### src/rtl/cla_nibble_seq_adder.sv
// Sequential WIDTH-bit adder: one shared 4-bit carry-lookahead slice is stepped
// over the operands one nibble per cycle, LSB first, with the carry held in a register.
module cla_nibble_seq_adder #(
  parameter int WIDTH = 16
) (
  input  logic             clk,
  input  logic             rst,
  input  logic             in_valid,
  output logic             in_ready,
  input  logic [WIDTH-1:0] a,
  input  logic [WIDTH-1:0] b,
  input  logic             cin,
  output logic             out_valid,
  input  logic             out_ready,
  output logic [WIDTH-1:0] sum,
  output logic             cout,
  output logic             ovf
);

  localparam int NIB  = WIDTH / 4;
  localparam int IDXW = (NIB > 1) ? $clog2(NIB) : 1;
  localparam logic [IDXW-1:0] LAST_IDX = IDXW'(NIB - 1);

  localparam logic [1:0] S_IDLE = 2'd0;
  localparam logic [1:0] S_RUN  = 2'd1;
  localparam logic [1:0] S_DONE = 2'd2;

  // Handshakes: a transfer happens on a rising edge where valid and ready are both high.
  // in_ready/out_valid come from registered state only, never from inputs.
  logic [1:0]       state;
  logic [WIDTH-1:0] a_q;
  logic [WIDTH-1:0] b_q;
  logic             carry;
  logic [IDXW-1:0]  idx;
  logic [3:0]       nib_s;
  logic             nib_co;
  logic             last;

  assign in_ready  = (state == S_IDLE);
  assign out_valid = (state == S_DONE);
  assign last      = (idx == LAST_IDX);

  lca_4 u_lca (
    .a_in (a_q[4*idx +: 4]),
    .b_in (b_q[4*idx +: 4]),
    .c_1  (carry),
    .s    (nib_s),
    .co   (nib_co)
  );

  always_ff @(posedge clk or posedge rst) begin
    if (rst) begin
      state <= S_IDLE;
      a_q   <= '0;
      b_q   <= '0;
      carry <= 1'b0;
      idx   <= '0;
      sum   <= '0;
      cout  <= 1'b0;
      ovf   <= 1'b0;
    end else begin
      case (state)
        S_IDLE: begin
          if (in_valid) begin
            a_q   <= a;
            b_q   <= b;
            carry <= cin;
            idx   <= '0;
            sum   <= '0;
            state <= S_RUN;
          end
        end
        S_RUN: begin
          sum[4*idx +: 4] <= nib_s;
          carry           <= nib_co;
          if (last) begin
            // Signed overflow: like-signed operands producing an opposite-signed MSB.
            cout  <= nib_co;
            ovf   <= (a_q[WIDTH-1] == b_q[WIDTH-1]) & (nib_s[3] != a_q[WIDTH-1]);
            state <= S_DONE;
          end else begin
            idx <= idx + 1'b1;
          end
        end
        S_DONE: begin
          if (out_ready) state <= S_IDLE;
        end
        default: state <= S_IDLE;
      endcase
    end
  end

endmodule

// 4-bit carry-lookahead slice: all carries computed directly from generate/propagate.
module lca_4 (
  input  logic [3:0] a_in,
  input  logic [3:0] b_in,
  input  logic       c_1,
  output logic [3:0] s,
  output logic       co
);

  logic [3:0] g;
  logic [3:0] p;
  logic [3:0] c;

  assign g = a_in & b_in;
  assign p = a_in ^ b_in;

  assign c[0] = c_1;
  assign c[1] = g[0] | (p[0] & c_1);
  assign c[2] = g[1] | (p[1] & g[0]) | (p[1] & p[0] & c_1);
  assign c[3] = g[2] | (p[2] & g[1]) | (p[2] & p[1] & g[0]) | (p[2] & p[1] & p[0] & c_1);
  assign co   = g[3] | (p[3] & g[2]) | (p[3] & p[2] & g[1]) | (p[3] & p[2] & p[1] & g[0])
              | (p[3] & p[2] & p[1] & p[0] & c_1);
  assign s    = p ^ c;

endmodule

### config.mk
export PLATFORM = sky130hd
export DESIGN_NAME = cla_nibble_seq_adder
export DESIGN_NICKNAME = d
export VERILOG_FILES = /design/src/rtl/cla_nibble_seq_adder.sv
export SDC_FILE = /design/constraint.sdc
export NUM_CORES = 1
export LEC_CHECK = 0
export ABC_AREA = 1
export BUFFER_PORTS_ARGS = -buffer_cell sky130_fd_sc_hd__buf_2
export CAP_MARGIN = 5
export CELL_PAD_IN_SITES_DETAIL_PLACEMENT = 1
export CELL_PAD_IN_SITES_GLOBAL_PLACEMENT = 1
export CORE_MARGIN = 10
export CORE_UTILIZATION = 32
export DETAILED_ROUTE_END_ITERATION = 10
export GPL_ROUTABILITY_DRIVEN = 0
export PLACE_DENSITY_LB_ADDON = 0.08
export SYNTH_ARGS = -nofsm -noshare
export SYNTH_HDL_FRONTEND = slang
export SYNTH_SLANG_ARGS = --single-unit
### constraint.sdc
create_clock -name clk -period 2.55 [get_ports clk]
set_input_delay 0.6375 -clock clk [delete_from_list [all_inputs] [get_ports clk]]
set_output_delay 0.6375 -clock clk [all_outputs]
set_load 0.02 [all_outputs]
* Word-level counts from Yosys, hierarchy flattened *
Cells that the tools add are included.

storage, ports and cells
  bits in registers = 55
  latch bits = 0
  bits in writable memories = 0
  memory bits (read-only) = 0
  input port bits = 37
  output and inout bits = 20
  logic and storage cells = 72
  memories = 0

operators by class
  add/sub/neg operators = 2
  multiply operators = 0
  div/mod/pow operators = 0
  $lt $le $gt $ge = 0
  eq/ne operators = 9
  shifts and indexed selects = 4
  muxes and demuxes = 12
  bitwise logic cells = 30
  reduce and logical (&&, ||, !) cells = 7

operators by type and width
  cell                     count
  $neg 4->34               1
  $shift 4x34->16 const A  1
  $shiftx 4x34->16         1
  $pmux 16 s2              1
  $shiftx 16x5->4          2
  $and 1x1->1              17
  $bwmux 16                1
  $mux 16                  1
  $mux 2                   5
  $or 1x1->1               10
  $xor 4x4->4              2
  $ne 2x2->1 const B       3
  $pmux 2 s3               1
  $reduce_and 2->1         3
  $reduce_and 3->1         2
  $and 4x4->4              1
  $eq 2x2->1 const B       2
  $pmux 2 s2               1
  $add 2x1->2 const B      1
  $eq 2x1->1 const B       1
  $logic_not 2->1          1
  $ne 2x1->1 const B       1
  $pmux 1 s2               1
  $reduce_bool 2->1        1
  other kinds (3)          3

* Longest topological paths before layout *
  depth after elaboration = 10
  depth in mapped cells = 14
  mapped depth without buffers = 13

* Modules after synthesis *
Synthesis repeated with hierarchy kept, for this count alone.

second synthesis, totals
  cells, all modules = 351
  area, all modules = 2,768.9 µm²

modules (own cells, without submodules)
  module                instances  cells an instance  area an instance (µm²)  seq. area each (µm²)
  cla_nibble_seq_adder  1          320                2,580.0                 1,376.3
  lca_4                 1          31                 188.9                   0.0

* Worst setup path after synthesis *
No wires, ideal clock.

  kind = register -> register
  from = register idx[0]
  to = register sum[15]
  library setup time = 0.065 ns
  arrival time = 1.941 ns
  data required time = 2.485 ns
  setup slack = 0.544 ns
  stages on the path, launching flop included = 13
  path buffers = 1
  period minus slack after synthesis = 2.006 ns
  cells stage by stage = dfrtp_1 inv_2 buf_2 nor2_1 o22ai_1 ha_1 nand4_1 nand2_1 nand2_2 nand2_4 nor2_4 nand3_1 nand2_1

on the way
  word-level cells in the longest chain between the ends = 10
  elaborated cells on any way between the ends = 25
  those cells by class = add/sub (1); shift (4); mux (2); bitwise (18)

RTL lines
  what                                                           line      source
  start: declaration                                             34        logic [IDXW-1:0] idx;
  start signal: assignment                                       82        idx <= idx + 1'b1;
  $shiftx 16x5->4, on equally long branches                      44, 45
  $xor 4x4->4 / $and 4x4->4 (equally long branches)              109, 108
  $and 1x1->1                                                    114       assign c[3] = g[2] | (p[2] & g[1]) | (p[2] & p[1] & g[0]) | (p[2] & p[1] & p[0] & c_1);
  $or 1x1->1 / $and 1x1->1 (equally long branches) (2 in a row)  114
  $or 1x1->1                                                     114
  $xor 4x4->4                                                    117       assign s = p ^ c;
  $shiftx 4x34->16                                               74        sum[4*idx +: 4] <= nib_s;
  $bwmux 16 (*)                                                  74
  $pmux 16 s2 (*)                                                62        case (state)
  end signal: indexed assignment                                 74
  end: declaration                                               15        output logic [WIDTH-1:0] sum,

Every way passes the cells marked *; elsewhere a longest branch is shown, timed or not.
A chain may end at the register's enable or synchronous reset.

* Worst setup path in the final report *
Ends and elaborated chain as after synthesis.

==> qor.yml <==
cells_and_area:
  diodes: 0
  nets: 436
  finish.utilization_pct: 38.6
  syn_to_final_growth_pct: 17.9
  num-fill-cells: 1032
  drive_gt1_share_pct: 22.1
grt:
  grt_overflow: 0
  grtUsageMet1_pct: 14.2
  grt_pass1_vias: 2536
  grt_usage_pct: 11.9
  grt.busiest_layer: "met2"
  grt_antenna_before_repair: 0
  grt_use_met2_pct: 20.6
  grt_max_degree: 36
  grt_use_met3_pct: 2.90
  grt_pass1_wl_um: 12600
sta:
  fin_crit_ns: 2.20
  worst_pin_slew_ns: 0.625
  setup_viol: 0
  grt_setup_unrepaired: "no"
  fmax_ghz: 0.455
  finalMaxSlewViolations: 0
  hold_viol: 0
  relSlewSlack_pct: 58.3
  min_period_over_period_pct: 86.3
  fin_skew_ns: 0.00879
  fin_setup_tns_ns: 0
yosys:
  synth_most_common_cell: "nand2_1"
  synthTopCellsByCount: "nand2_1 (136), dfrtp_1 (55), o21ai_0 (23), nor2_1 (21), inv_1 (20)"
  synth_area_per_cell_sq_um: 8.16
  ys_types: 27
  synth_cells: 330
  synth_edf_count: 0
  synth_top_area_cell: "dfrtp_1"
  netlist_area_sq_um: 2690
  synthTopCellsByArea: "dfrtp_1 (51%), nand2_1 (19%), ha_1 (4.6%), o21ai_0 (4.3%), nor2_1 (2.9%)"
  ys_warn_count: 0
  synth-seq-cells: 55
  seq_area_frac_synth_pct: 51.1
  ys.flop_type: "dfrtp_1"
  synth_fp_nets: 378
  synthArstFlopShare_pct: 100
  synth_top_area_share_pct: 51.1
die:
  die_x_um: 112
  start_util_pct: 32.8
  dieArea_sq_um: 12500
  top_level_ports: 57
  die_h_um: 112
  core_area_sq_um: 8220
  rows: 33
clock_network:
  ctsRootBufferMaster: "clkbuf_8"
  numCtsBuffers: 5
  post-cts-setup-buffers: 0
  clk-insertion-delay-late_ns: 0.31
  cts_tree: "built"
  clock_sinks: 55
  cts-hold-fix-buffers: 0
  postCtsResizedCells: 0
  clock_path_buffers: 2
  cts_htree_levels: 2
  clk_pin_slew_worst_paths_ns: 0.10
routing:
  vias: 2286
  drc: 0
  firstDrtPassIters: 4
  wl_per_cell_um: 14.9
  routed_via_density: 4.63
  drtIter0Drc: 61
  postRouteWirelength_um: 7350
  drtAntennaViolNets: 0
flow_run:
  drv_cap: 0
critical_path:
  worstPathRequired_ns: 2.80
  critPathKind: "reg -> reg"
  end_kind: "flip-flop"
  critPathArrivalTime_ns: 2.45
  crit_path_max_fanout: 27
  worstSetupStartpointType: "flip-flop"
  r2r_slack_ns: 0.35
power_and_ir_drop:
  p_leak_nw: 1.73
  power.density_nw_per_um2: 1380
  ir_drop_mv: 0.460
run_status:
  status: "finished, final reports clean"
min_path:
  hp-class: "in -> async"
placed_design:
  dp_hpwl_um: 5590
  port-buffer-count: 56
cell families (layout without fill, tap and decap cells):
| family | count (synthesis) | count (layout) | share of synthesized area [%] |
|---|---|---|---|
| xor+xnor | 2 | 2 | 0.930 |
| flops | 55 | 55 | 51.1 |
| compound gates | 44 | 44 | 9.01 |
| fa+ha+maj | 11 | 11 | 5.39 |
| simple gates | 182 | 182 | 27.8 |
| buf+inv | 36 | 95 | 5.72 |
final cells by class:
type	instances	area [sq um]	area share (%)
Sequential cell	55	1380	43.3
Multi-Input combinational cell	239	1160	36.6
Timing Repair Buffer	60	323	10.2
Tap cell	105	131	4.14
Inverter	27	101	3.19
Clock buffer	7	76.3	2.40
Clock inverter	1	5.00	0.158
where the power goes:
part | switching [mW] | internal (mW) | total (mW)
sequential | 0.227 | 1.23 | 1.45
combinational | 1.64 | 0.826 | 2.47
clock | 0.276 | 0.194 | 0.470
total | 2.14 | 2.25 | 4.39
metrics by stage:
| step | cells | cell area (sq um) | power (mW) | hold WS, ns | setup slack [ns] |
|---|---|---|---|---|---|
| after floorplan | 330 | 2690 | 3.25 | 0.444 | 0.544 |
| after global placement | 486 | 3090 | 3.93 | 0.463 | 0.438 |
| after detailed placement | 486 | 3090 | 3.97 | 0.462 | 0.373 |
| after CTS | 494 | 3180 | 4.48 | 0.412 | 0.332 |
| after global routing | 494 | 3180 | 4.88 | 0.442 | 0.107 |
| final | 494 | 3180 | 4.39 | 0.393 | 0.350 |
per-layer routing:
layer	part of all wire, %	up-vias
li1	-	1159
met1	45	1082
met2	49	37
met3	4.1	8
met4	1.4	0
met5	0	-
path summary, 6_finish.rpt:
check,from,endpoint,cells past startpoint
max,idx[0],sum[15],11
min,rst,state[1],2
max reg2reg,idx[0],sum[15],11
min reg2reg,a_q[9],a_q[9],2
max in group asynchronous,rst,b_q[0],3
min in group clk,a_q[9],a_q[9],2
critical path, stage by stage (launching register included):
cell	delay, ns
dfrtp_1	0.37
buf_4	0.30
o21ai_0	0.13
o22ai_1	0.32
ha_1	0.32
nand4_1	0.16
nand2_1	0.09
nand2_2	0.10
nand2_4	0.07
nor2_4	0.11
nand3_1	0.08
nand2_1	0.07
cells in the final DEF, fill, tap and decap left out, types with 7 or more instances in the layout:
cell type	instances
buf_2	56
dfrtp_1	55
ha_1	10
inv_1	19
inv_2	7
nand2_1	136
nand3_1	11
nor2_1	21
o21ai_0	23
o21ai_1	8
o22ai_1	8
sequential cells by signal (all words and copies together), names as in the netlist:
| register | flops |
|---|---|
| a_q | 16 |
| b_q | 16 |
| sum | 16 |
| idx | 2 |
| state | 2 |
| carry | 1 |
| cout | 1 |
| ovf | 1 |
Note: power is estimated with default switching activity, not from simulation.
